$ cat config.mk
export PLATFORM = sky130hd
export DESIGN_NAME = mem_bist_ctrl
export DESIGN_NICKNAME = d
export VERILOG_FILES = /design/src/rtl/mem_bist_ctrl.sv
export SDC_FILE = /design/constraint.sdc
export NUM_CORES = 1
export LEC_CHECK = 0
export ABC_AREA = 1
export CAP_MARGIN = 20
export CORE_UTILIZATION = 50
export DETAILED_ROUTE_END_ITERATION = 6
export GPL_ROUTABILITY_DRIVEN = 1
export GPL_TIMING_DRIVEN = 0
export MAX_ROUTING_LAYER = met4
export PLACE_DENSITY = 0.78
export SYNTH_ARGS = -nofsm -noshare
export SYNTH_HDL_FRONTEND = slang
export SYNTH_SLANG_ARGS = --single-unit
$ cat constraint.sdc
create_clock -name i_sys_clk -period 4 [get_ports i_sys_clk]
set_input_delay 0.8 -clock i_sys_clk [delete_from_list [all_inputs] [get_ports i_sys_clk]]
set_output_delay 0.8 -clock i_sys_clk [all_outputs]
set_load 0.02 [all_outputs]
$ cat src/rtl/mem_bist_ctrl.sv
// mem_bist_ctrl: built-in self-test initiator for the register-file memory.
// Writes a seed-derived pattern to every location, then reads it all back
// and compares. It does this twice, once with the true pattern and once
// with the inverted pattern. It reports pass/fail, the first failing
// address and phase, and a saturating mismatch count.
module mem_bist_ctrl #(
    parameter int DEPTH = 4,
    parameter int AW    = 4,
    parameter int DW    = 4,
    parameter int RDW   = 8,
    parameter int CW    = 4
) (
    input  logic           i_sys_clk,
    input  logic           i_rst,
    input  logic           i_start,
    input  logic [DW-1:0]  i_seed,
    output logic           o_busy,
    output logic           o_done,
    output logic           o_pass,
    output logic [AW-1:0]  o_fail_addr,
    output logic           o_fail_phase,
    output logic [CW-1:0]  o_fail_cnt,
    output logic           o_mem_wr,
    output logic [AW-1:0]  o_mem_wr_addr,
    output logic [DW-1:0]  o_mem_wr_data,
    output logic           o_mem_rd,
    output logic [AW-1:0]  o_mem_rd_addr,
    input  logic [RDW-1:0] i_mem_rd_data
);

    typedef enum logic [2:0] {
        S_IDLE,
        S_WRITE,
        S_READ,
        S_DRAIN,
        S_DONE
    } state_t;

    state_t state_q, state_d;

    // Sweep position and test context
    logic [AW-1:0]  addr_q;
    logic           phase_q;
    logic [DW-1:0]  seed_q;

    // One-stage delayed read address that lines up with the registered read data
    logic           cmp_valid_q;
    logic [AW-1:0]  cmp_addr_q;

    // Result registers
    logic [CW-1:0]  fail_cnt_q;
    logic [AW-1:0]  fail_addr_q;
    logic           fail_phase_q;
    logic           pass_q;

    // Last driven memory address/data, so the port holds steady between strobes
    logic [AW-1:0]  wr_addr_q;
    logic [DW-1:0]  wr_data_q;
    logic [AW-1:0]  rd_addr_q;

    logic           last_addr;
    logic [DW-1:0]  wr_pattern;
    logic [RDW-1:0] exp_rd_data;
    logic           mismatch;

    // Phase 0 writes (address XOR seed); phase 1 writes its complement.
    function automatic logic [DW-1:0] pattern(input logic [AW-1:0] a,
                                              input logic          ph,
                                              input logic [DW-1:0] s);
        logic [DW-1:0] p;
        p = DW'(a) ^ s;
        return ph ? ~p : p;
    endfunction

    assign last_addr   = (addr_q == AW'(DEPTH - 1));
    assign wr_pattern  = pattern(addr_q, phase_q, seed_q);
    // Zero-extension means any stray upper read bit also counts as a mismatch.
    assign exp_rd_data = RDW'(pattern(cmp_addr_q, phase_q, seed_q));
    assign mismatch    = cmp_valid_q && (i_mem_rd_data != exp_rd_data);

    // State register
    always_ff @(posedge i_sys_clk) begin
        if (i_rst) begin
            state_q <= S_IDLE;
        end else begin
            // NOTE: sequential state is updated with <= so that every flop samples
            // pre-edge values; a blocking = here would create order-dependent races.
            state_q <= state_d;
        end
    end

    // Next-state decode and per-state strobes
    always_comb begin
        // NOTE: every output of this block gets a default first, so no path can
        // leave a signal unassigned and infer a latch.
        state_d  = state_q;
        o_busy   = 1'b0;
        o_done   = 1'b0;
        o_mem_wr = 1'b0;
        o_mem_rd = 1'b0;
        case (state_q)
            S_IDLE: begin
                if (i_start) state_d = S_WRITE;
            end
            S_WRITE: begin
                o_busy   = 1'b1;
                o_mem_wr = 1'b1;
                if (last_addr) state_d = S_READ;
            end
            S_READ: begin
                o_busy   = 1'b1;
                o_mem_rd = 1'b1;
                if (last_addr) state_d = S_DRAIN;
            end
            S_DRAIN: begin
                o_busy  = 1'b1;
                state_d = phase_q ? S_DONE : S_WRITE;
            end
            S_DONE: begin
                o_done  = 1'b1;
                state_d = S_IDLE;
            end
            default: state_d = S_IDLE;
        endcase
    end

    // Sweep counters, compare pipeline and result capture
    always_ff @(posedge i_sys_clk) begin
        if (i_rst) begin
            // NOTE: all of these are small control/result flops rather than a
            // memory array, so each one is cleared and a reset leaves no stale result.
            addr_q       <= '0;
            phase_q      <= 1'b0;
            seed_q       <= '0;
            cmp_valid_q  <= 1'b0;
            cmp_addr_q   <= '0;
            fail_cnt_q   <= '0;
            fail_addr_q  <= '0;
            fail_phase_q <= 1'b0;
            pass_q       <= 1'b0;
            wr_addr_q    <= '0;
            wr_data_q    <= '0;
            rd_addr_q    <= '0;
        end else begin
            cmp_valid_q <= (state_q == S_READ);
            cmp_addr_q  <= addr_q;

            if (mismatch) begin
                if (fail_cnt_q != '1) fail_cnt_q <= fail_cnt_q + CW'(1);
                // The count only stays at zero until the first mismatch, so it marks "first".
                if (fail_cnt_q == '0) begin
                    fail_addr_q  <= cmp_addr_q;
                    fail_phase_q <= phase_q;
                end
            end

            case (state_q)
                S_IDLE: begin
                    if (i_start) begin
                        seed_q       <= i_seed;
                        phase_q      <= 1'b0;
                        addr_q       <= '0;
                        fail_cnt_q   <= '0;
                        fail_addr_q  <= '0;
                        fail_phase_q <= 1'b0;
                        pass_q       <= 1'b0;
                    end
                end
                S_WRITE: begin
                    wr_addr_q <= addr_q;
                    wr_data_q <= wr_pattern;
                    addr_q    <= last_addr ? '0 : addr_q + AW'(1);
                end
                S_READ: begin
                    rd_addr_q <= addr_q;
                    addr_q    <= last_addr ? '0 : addr_q + AW'(1);
                end
                S_DRAIN: begin
                    if (!phase_q) begin
                        phase_q <= 1'b1;
                        addr_q  <= '0;
                    end
                end
                S_DONE: begin
                    pass_q <= (fail_cnt_q == '0);
                end
                default: ;
            endcase
        end
    end

    // Address/data follow the sweep while strobing and hold the last value otherwise.
    assign o_mem_wr_addr = (state_q == S_WRITE) ? addr_q     : wr_addr_q;
    assign o_mem_wr_data = (state_q == S_WRITE) ? wr_pattern : wr_data_q;
    assign o_mem_rd_addr = (state_q == S_READ)  ? addr_q     : rd_addr_q;

    // The verdict is live in the DONE cycle, then held in pass_q.
    assign o_pass       = (state_q == S_DONE) ? (fail_cnt_q == '0) : pass_q;
    assign o_fail_addr  = fail_addr_q;
    assign o_fail_phase = fail_phase_q;
    assign o_fail_cnt   = fail_cnt_q;

endmodule

After elaboration in Yosys (flattened, before gate mapping)
Cells that the tools add are included.
Storage, ports and cells
  input bits: 15
  flip-flop bits (word level): 39
Cells by class
  mux-type cells: 34
  eq/ne operators: 11
  bitwise logic cells: 4
  add/subtract/negate cells: 2
  reductions and logical operators: 13
Operators by type and width (number)
  4-bit two-way mux: 16
  3-bit two-way mux: 4
  3-bit one-hot mux with 4 select lines: 1
  4-bit one-hot mux with 3 select lines: 1
  1-bit two-way mux: 10
  4-bit by 1-bit adder with 4-bit output, second input constant: 2
  2-bit inequality test, second input constant: 4
  8-bit by 4-bit inequality test with 1-bit output: 1
  4-bit inverter: 2
  4-bit XOR: 2
  3-bit by 2-bit == test with 1-bit output, second input constant: 2
  2-bit AND reduction: 3
  3-bit AND reduction: 2
  4-bit by 2-bit == test with 1-bit output, second input constant: 1
  4-bit zero test: 1
  4-bit inequality test, second input constant: 1
  1-bit one-hot mux with 2 select lines: 2
  2-bit nonzero test: 2
  3-bit by 1-bit == test with 1-bit output, second input constant: 1
  3-bit == test, second input constant: 1
  3-bit zero test: 1
  3-bit nonzero test: 1
  3-bit OR reduction: 1
  2-bit OR reduction: 1
  1-bit logical AND: 1

Longest topological paths before layout
  depth in word-level cells: 8
  depth in mapped cells: 15
  mapped depth without buffers: 13

Worst setup path after synthesis
No wires, ideal clock.
  kind: register -> output
  start: reg state_q[2]
  end: out o_mem_wr_addr[2]
  cell stages (with the launch flop): 8
  arrival time: 1405 ps
  data required time: 3200 ps
  setup slack: 1795 ps
  cell sequence: dfxtp_1 -> inv_1 -> nand3_2 -> inv_1 -> buf_4 -> or2_2 -> inv_1 -> a21oi_1
Between the ends
  word-level cells in the longest chain between the ends: 2
Ends and longest elaborated chain
  start, declared: RTL line 39  | state_t state_q, state_d;
  start signal, assigned: RTL line 88  | state_q <= state_d;
  3-bit by 1-bit == test with 1-bit output: RTL line 193  | assign o_mem_wr_addr = (state_q == S_WRITE) ? addr_q : wr_addr_q;
  4-bit two-way mux: RTL line 193
  end, declared: RTL line 24  | output logic [AW-1:0] o_mem_wr_addr,
Every way passes these cells.

Worst setup path after layout
Same ends and word-level chain as after synthesis.

==> out/metrics.cfg <==
[sta]
min_period_ps = 3080
rsz0062_at_grt = false
post-route-period-util_pct = 77.1
hold_ws_ps = 469
fmax_mhz = 324
hold_viol_final = 0
tns_ps = 0
worstMarginPinSlew_ps = 493
slew_headroom_pct = 67.2
drv_slew = 0
fin_skew_ps = 6.73
setup_viol = 0

[clocking]
insertion_delay_ps = 300
root_buffer = clkbuf_8
holdBufCountCts = 0
cts_resized = 0
cts_buffers = 5
cts_tree = built
clkTransAtPathRegs_ps = 80
clockBufferDepth = 2
h-tree-depth = 2
cts_setup_buffers = 0
clkSinkCount = 39

[layout]
nFillCells = 341
drive_gt1_share_pct = 9.88
final_util_pct = 69.3
antenna_cells = 0
nNetsFinal = 341
area_delta_synth_final_pct = 29.7

[global_routing]
grt_usage_pct = 22.8
antenna_found_initial = 0
grt_pass1_vias = 1605
grt_start_max_net_pins = 13
grt_overflow = 0
grt_pass1_wl_um = 7130

[power_and_ir_drop]
p_leak_uw = 0.00117
peakVddDrop_mv = 0.428
p_per_area_nw_per_um2 = 638

[setup_path]
crit_path_end_kind = output port
cp.arrival_ps = 2280
r2r-start = state_q[1]$_SDFFE_PP0P_
worst-setup-path-type = reg -> out
cp-startpoint = state_q[2]$_SDFFE_PP0P_
cp_max_fo = 10
cp-start-kind = flop
r2r_slack_ps = 2350
crit_required_ps = 3200

[floorplanning]
dieWidth_um = 65.2
die_area_um2 = 4260
die_h_um = 65.2
io-pin-count = 41
rows = 22
core_um2 = 3740
initial_core_util_pct = 53.4

[detailed_routing]
via_per_inst = 4.92
routed-via-count = 1830
routed_wl_um = 4160
routedWlPerCell_um = 11.2
drtIter0Drc = 101
drc = 0
final_antenna_net_count = 0
dr.pass1.iters = 5

[worst_hold_path]
min-delay-start = o_fail_phase$_SDFF_PP0_
hold_path_class = reg -> reg

[yosys]
synthDistinctLibCells = 30
yosys_warnings = 0
synth_compound_area_share_pct = 11.9
synth_area_um2 = 2000
ys_seq_elements = 39
synth.area.top_cells = dfxtp_1, nand2_1, inv_1
synthMuxAreaShare_pct = 1.50
syn_inst = 276
synth-edff-count = 0
yosys-top-cells-count = nand2_1, inv_1, dfxtp_1, nand3_1, nor2_1
avgSynthCellArea_um2 = 7.24
synth.most_common_cell = nand2_1
synth_top_family_by_area = simple AND/OR/NAND/NOR gates
synthXorXnorAreaFrac_pct = 6.13
synth-adder-area-share_pct = 1.88
yosys.area.top_type = dfxtp_1
synth-simple-area-share_pct = 28.8
postSynth.asyncResetShare_pct = 0
syn_nets = 294
synth_top_cell_area_share_pct = 39.0
synth-main-ff-cell = dfxtp_1
yosysSeqAreaShare_pct = 39.0

[place]
place_congestion = 0.855
dpl.hpwl_um = 3110
port_buffers = 40

[run]
maxCapViolCount = 0

[outcome]
run_status = finished clean

==> per-stage QoR <==
step                      area (um^2)  cells  setup slack (ps)  total power [uW]
final                            2590    372               917              1650
after global routing             2590    372               734              1760
after CTS                        2590    372               912              1670
after detailed placement         2460    364              1280              1270
after global placement           2460    364              1290              1250
after floorplan                  2000    276              1790              1000
==> cell type report <==
type | count | area (um^2) | share of cell area [%]
Multi-Input combinational cell | 185 | 1000 | 38.8
Clock buffer | 6 | 72.6 | 2.80
Clock inverter | 2 | 60.1 | 2.32
Tap cell | 48 | 60.1 | 2.32
Sequential cell | 39 | 781 | 30.1
Inverter | 46 | 173 | 6.66
Buffer | 6 | 41.3 | 1.59
Timing Repair Buffer | 40 | 400 | 15.4
==> power by group <==
group / internal, uW / switching, uW
Combinational: 326 / 438
Sequential: 458 / 36.6
Clock: 249 / 145
==> flip-flops by register name, indices dropped and copies added (netlist names) <==
register	cells
cmp_addr_q	4
addr_q	4
o_fail_cnt	4
seed_q	4
phase_q	1
pass_q	1
state_q	3
wr_addr_q	4
o_fail_phase	1
cmp_valid_q	1
wr_data_q	4
rd_addr_q	4
o_fail_addr	4
==> cells by family after synthesis <==
logic type,after synthesis
adder cells (fa/ha/maj),3
AO/OA/AOI/OAI,44
AND/OR/NAND/NOR,124
buffers and inverters,52
multiplexers,3
XOR/XNOR,11
flip-flops,39
==> placed cells by master, fill, tap and decap left out, drive strengths merged, types with 2 or more instances in the layout <==
| cell | netlist | layout |
|---|---|---|
| a211oi | 5 | 5 |
| a21oi | 19 | 19 |
| and2 | 4 | 4 |
| buf | 4 | 4 |
| bufinv | 0 | 2 |
| clkbuf | 2 | 8 |
| clkdlybuf4s50 | 0 | 40 |
| dfxtp | 39 | 39 |
| ha | 3 | 3 |
| inv | 45 | 45 |
| mux2i | 3 | 3 |
| nand2 | 57 | 57 |
| nand3 | 22 | 22 |
| nor2 | 24 | 24 |
| nor3 | 4 | 4 |
| nor3b | 3 | 3 |
| o21ai | 19 | 19 |
| or2 | 9 | 9 |
| xnor2 | 3 | 3 |
| xor2 | 8 | 8 |
==> worst paths after layout <==
check / end / cells past startpoint
max: o_mem_wr_addr[2] / 8
min: o_fail_phase$_SDFF_PP0_ / 2
max reg2reg: o_fail_phase$_SDFF_PP0_ / 8
min reg2reg: o_fail_phase$_SDFF_PP0_ / 2
==> routing by layer <==
layer,up-vias,part of all wire (%),track usage [%],wire length [um]
li1,962,-,-,-
met1,812,50,29.2,2080
met2,47,43,33.0,1800
met3,9,4.3,4.34,180
met4,0,2.3,13.9,94
met5,-,0,-,0
==> critical path, cell delays in order, from the launching register on <==
cell             delay [ps]
dfxtp_1                 430
inv_1                   160
nand3_2                 190
inv_1                   100
buf_4                   180
or2_2                   270
inv_1                    70
a21oi_1                  40
clkdlybuf4s50_1         540
No activity file was read; power rests on OpenSTA's default activity.
